### src/rtl/riscv_pipe_chain.sv
// Elastic DEPTH-stage valid/ready register chain with an input skid entry,
// bubble collapsing, per-stage flush, global hold and per-stage forwarding taps.
module riscv_pipe_chain #(
  parameter int WIDTH = 32,
  parameter int DEPTH = 4
) (
  input  logic                       clk,
  input  logic                       rst_n,
  input  logic                       i_valid,
  output logic                       o_ready,
  input  logic [WIDTH-1:0]           i_data,
  output logic                       o_valid,
  input  logic                       i_ready,
  output logic [WIDTH-1:0]           o_data,
  input  logic [DEPTH-1:0]           i_flush,
  input  logic                       i_hold,
  output logic [DEPTH-1:0]           o_stage_valid,
  output logic [DEPTH*WIDTH-1:0]     o_stage_data,
  output logic [$clog2(DEPTH+2)-1:0] o_count
);
  localparam int CountW = $clog2(DEPTH + 2);

  logic [DEPTH-1:0] stageValid;
  logic [WIDTH-1:0] stageData [DEPTH];
  logic             skidValid;
  logic [WIDTH-1:0] skidData;
  logic [DEPTH-1:0] adv;
  logic             inXfer;
  logic             srcValid;
  logic [WIDTH-1:0] srcData;

  // Stage k may advance when any stage at or beyond k is empty, or the consumer
  // takes the head; this is the adv[k] = ~v[k] | adv[k+1] recurrence unrolled,
  // which keeps the ripple out of a self-referencing vector.
  for (genvar k = 0; k < DEPTH; k++) begin : gAdv
    assign adv[k] = i_ready | ~(&stageValid[DEPTH-1:k]);
  end

  // Ready depends only on registered state and hold, never on i_ready.
  assign o_ready  = ~skidValid & ~i_hold;
  assign inXfer   = i_valid & o_ready;
  assign srcValid = skidValid | inXfer;
  assign srcData  = skidValid ? skidData : i_data;

  // NOTE: the payload array is reset along with the valids so the taps read
  // zeros out of reset rather than X; flush deliberately leaves data untouched.
  always_ff @(posedge clk or negedge rst_n) begin
    if (!rst_n) begin
      stageValid <= '0;
      skidValid  <= 1'b0;
      skidData   <= '0;
      for (int k = 0; k < DEPTH; k++) stageData[k] <= '0;
    end else begin
      // NOTE: every state register uses non-blocking assignment so all stages
      // sample the pre-edge values of their neighbours.
      if (i_flush[0]) begin
        skidValid <= 1'b0;
      end else if (!i_hold) begin
        if (skidValid && adv[0]) begin
          skidValid <= 1'b0;
        end else if (inXfer && !adv[0]) begin
          skidValid <= 1'b1;
          skidData  <= i_data;
        end
      end

      if (i_flush[0]) begin
        stageValid[0] <= 1'b0;
      end else if (!i_hold && adv[0]) begin
        stageValid[0] <= srcValid;
        if (srcValid) stageData[0] <= srcData;
      end

      for (int k = 1; k < DEPTH; k++) begin
        if (i_flush[k]) begin
          stageValid[k] <= 1'b0;
        end else if (!i_hold && adv[k]) begin
          stageValid[k] <= stageValid[k-1];
          if (stageValid[k-1]) stageData[k] <= stageData[k-1];
        end
      end
    end
  end

  // NOTE: o_count is assigned before the loop so the block is fully specified
  // on every path and no latch is inferred; blocking '=' lets the sum accumulate.
  always_comb begin
    o_count = CountW'(skidValid);
    for (int k = 0; k < DEPTH; k++) o_count = o_count + CountW'(stageValid[k]);
  end

  assign o_valid       = stageValid[DEPTH-1] & ~i_hold;
  assign o_data        = stageData[DEPTH-1];
  assign o_stage_valid = stageValid;

  for (genvar k = 0; k < DEPTH; k++) begin : gTap
    assign o_stage_data[k*WIDTH +: WIDTH] = stageData[k];
  end

endmodule
### config.mk
export PLATFORM = sky130hd
export DESIGN_NAME = riscv_pipe_chain
export DESIGN_NICKNAME = d
export VERILOG_FILES = /design/src/rtl/riscv_pipe_chain.sv
export SDC_FILE = /design/constraint.sdc
export NUM_CORES = 1
export LEC_CHECK = 0
export BUFFER_PORTS_ARGS = -buffer_cell sky130_fd_sc_hd__buf_4
export CAP_MARGIN = 20
export CORE_ASPECT_RATIO = 2
export CORE_MARGIN = 3
export CORE_UTILIZATION = 25
export CTS_BUF_LIST = sky130_fd_sc_hd__clkbuf_8
export CTS_CLUSTER_SIZE = 8
export DETAILED_ROUTE_END_ITERATION = 7
export GPL_TIMING_DRIVEN = 0
export PLACE_DENSITY = 0.55
export REMOVE_ABC_BUFFERS = 1
export SKIP_LAST_GASP = 1
export SYNTH_ARGS = -nofsm -noshare
export SYNTH_HDL_FRONTEND = slang
export SYNTH_SLANG_ARGS = --single-unit
### constraint.sdc
create_clock -name clk -period 4.9 [get_ports clk]
set_input_delay 0.98 -clock clk [delete_from_list [all_inputs] [get_ports clk]]
set_output_delay 0.98 -clock clk [all_outputs]
set_load 0.1 [all_outputs]
==> impl_metrics.ini <==
[worst_setup_path]
critPathMostFrequentCell = fa_1
required_ps = 3920
slowest_delay_ps = 500
path_buf_inv = 1
critPathTopFamily = adder cells
worstRegToRegCells = 5
path_class = flip-flop to primary output
ff2ff_setup_slack_ps = 2550
reg2reg_from = o_stage_valid[1]
cp-start-kind = flip-flop
r2r-end = skidData[14]
endpoint_kind = primary output
critPathMaxFanout = 7
crit_chain = fa_1 > fa_1 > ha_1 > buf_4
arrival_ps = 2380
cpMaxStageDelayCell = fa_1

[sta]
period_share_pct = 68.48
setup_violations = 0
tightest_slew_ps = 877.7
rsz0062_at_grt = false
finClkSkew_ps = 10.51
relSlewSlack_pct = 41.24
hold_viol_final = 0
fin_crit_ps = 3355
report.final.slew_viol_count = 0
max_freq_mhz = 298.0
fin_tns_setup_ps = 0

[global_route]
grt_pass1_wl_mm = 27.58
grt_max_degree = 122
antenna_found_initial = 1
overflow = 0
globalRouteTotalUtil_pct = 12.39
grt_pass1_vias = 4680

[drt]
avgViaCountPerCell = 4.322
wirelength_mm = 18.05
dr_total_vias = 4274
wire_per_inst_microns = 18.25
final_antenna_net_count = 0
drt-pass1-iter-count = 4
first_iter_violations = 95
drc_errors = 0

[power]
ir_drop_mv = 0.3026
cellLeakagePower_nw = 4.618
p_per_area_mw_per_mm2 = 589.8

[logic_synthesis]
synth_compound_area_share_pct = 0.8285
synth_cell_types = 28
synth_fa_ha_area_share_pct = 0.9366
ys_seq_area_share_pct = 59.44
ys_ff_latch = 165
syn_avg_cell_area_sq_um = 15.75
ys_warn_count = 0
yosys-top-cells-area = dfrtp_1 (59%), mux2_2 (28%), buf_4 (3.8%), mux2_1 (2.9%), buf_6 (1.1%)
synthArstFlopShare_pct = 100.0
post_synth_mux_area_share_pct = 31.12
netlist.area_leader.share_pct = 59.44
yosys.area.top_type = dfrtp_1
netlist_area_sq_mm = 0.006947
synth_top_family_by_area = multiplexers
synth_edf_count = 0
synth_xor_area_share_pct = 0
syn_inst = 441
yosys.area_share.simple_pct = 1.981
synth_ff_type = dfrtp_1

[clocking]
clockBufferDepth = 2
post-cts-setup-buffers = 0
cts_sinks = 165
clock_latency_ps = 470
hold_buffers = 0
cts_resized = 0
htreeDepth = 4
clkTransAtPathRegs_ps = 90
numCtsBuffers = 17
cts_tree = yes
cts_root_buffer = clkbuf_8

[run]
max-cap-violations = 0

[die]
start_util_pct = 25.61
fp-row-count = 85
pin_count = 210
coreArea_sq_mm = 0.02712
die_h_microns = 241.7
dieArea_sq_mm = 0.02994
die_w_microns = 123.9

[final_layout]
fillers = 2675
multi_input_area_sq_mm = 0.002425
fin_nets = 672
drive_gt1_share_pct = 67.34
seq_area_sq_mm = 0.004130
area_growth_pct = 32.56
instances_no_fill = 989

[placement]
dp_cells = 956
gp_congestion = 0.7259
io_buffers = 209
dp_hpwl_mm = 13.20

[outcome]
outcome = complete, no violations

[min_path]
hp-class = primary input to async pin
-- Yosys cell counts (2+ instances only) --
library cell	instances
nor2_1	4
fa_1	2
o21ai_0	2
buf_2	7
buf_4	35
nand2b_1	3
ha_1	2
inv_1	2
nand2_1	2
buf_6	7
clkbuf_1	2
a21oi_1	3
dfrtp_1	165
mux2_2	174
mux2_1	18
-- flip-flops by register name, summed over array words and instances, names as in the netlist --
register and flops:
o_stage_valid 4, o_stage_data 96, skidData 32, o_data 32
skidValid 1
-- worst register-to-register path, delay by kind of cell (launching register included) --
family	cells	cell delay, ps
flops	1	480
fa+ha+maj	1	210
mux	1	330
buf+inv	1	400
simple gates	2	820
-- cells by family (layout without fill, tap and decap cells) --
family / Yosys count / in the layout
compound gates: 9 / 9
flops: 165 / 165
mux: 192 / 192
buf+inv: 54 / 253
other cells: 0 / 1
fa+ha+maj: 4 / 4
simple gates: 17 / 17
-- power breakdown --
part	switching [mW]	total [mW]	internal [mW]
logic	2.01	2.51	0.503
clock network	0.501	1.13	0.633
registers	0.194	1.78	1.59
total	2.71	5.43	2.73
-- through the flow --
| stage | hold slack [ps] | power, mW | util [%] | cell area [sq um] | worst slack, ps |
|---|---|---|---|---|---|
| floorplan | 458.6 | 3.733 | - | 6559 | 1130 |
| finish | 389.1 | 5.431 | 33.96 | 9209 | 1545 |
| global placement | 467.8 | 4.308 | 31.58 | 8563 | 404.5 |
| CTS | 346.6 | 5.516 | 33.95 | 9206 | 1466 |
| global route | 360.9 | 5.630 | 33.96 | 9209 | 1417 |
| detailed placement | 478.2 | 4.349 | 32.24 | 8742 | 1976 |
-- worst max-delay path by stage --
stage	start	to	slack, ps	depth (start not counted)
after floorplan	o_stage_valid[1]	o_count[1]	1130	3
after CTS	o_stage_valid[1]	o_count[1]	1470	4
after global routing	o_stage_valid[1]	o_count[1]	1420	4
after detailed placement	i_ready	skidData[14]	1980	5
after global placement	skidValid	o_stage_data[0]	400	3
final	o_stage_valid[1]	o_count[1]	1540	4
-- area by class of cell --
cell class,count,share of cell area (%)
sequential,165,44.85
tap,348,4.728
clock inverter,9,1.603
multi-input combinational,222,26.33
inverter,2,0.08152
clock buffer,23,3.438
timing repair buffer,219,18.94
antenna,1,0.02717
-- placed cells by master, fill, tap and decap left out, drive strengths merged --
cell      count
a211o         1
a21oi         3
a311o         1
a31oi         1
and4b         1
buf         219
bufinv        4
clkbuf       23
clkinv        1
clkinvlp      2
dfrtp       165
diode         1
fa            2
ha            2
inv           4
mux2        192
nand2         2
nand2b        3
nand3         1
nand4         1
nor2          4
nor2b         2
nor3          1
nor4          1
nor4b         1
o21ai         2
o21bai        1
-- routing by layer --
layer / vias to the layer above / GRT usage, % / wire length, microns
li1: 1905 / - / -
met1: 2231 / 12.30 / 6385
met2: 118 / 23.41 / 10480
met3: 20 / 3.063 / 759
met4: 0 / 5.383 / 427
met5: - / 0 / 0
Note: power is estimated with default switching activity, not from simulation.
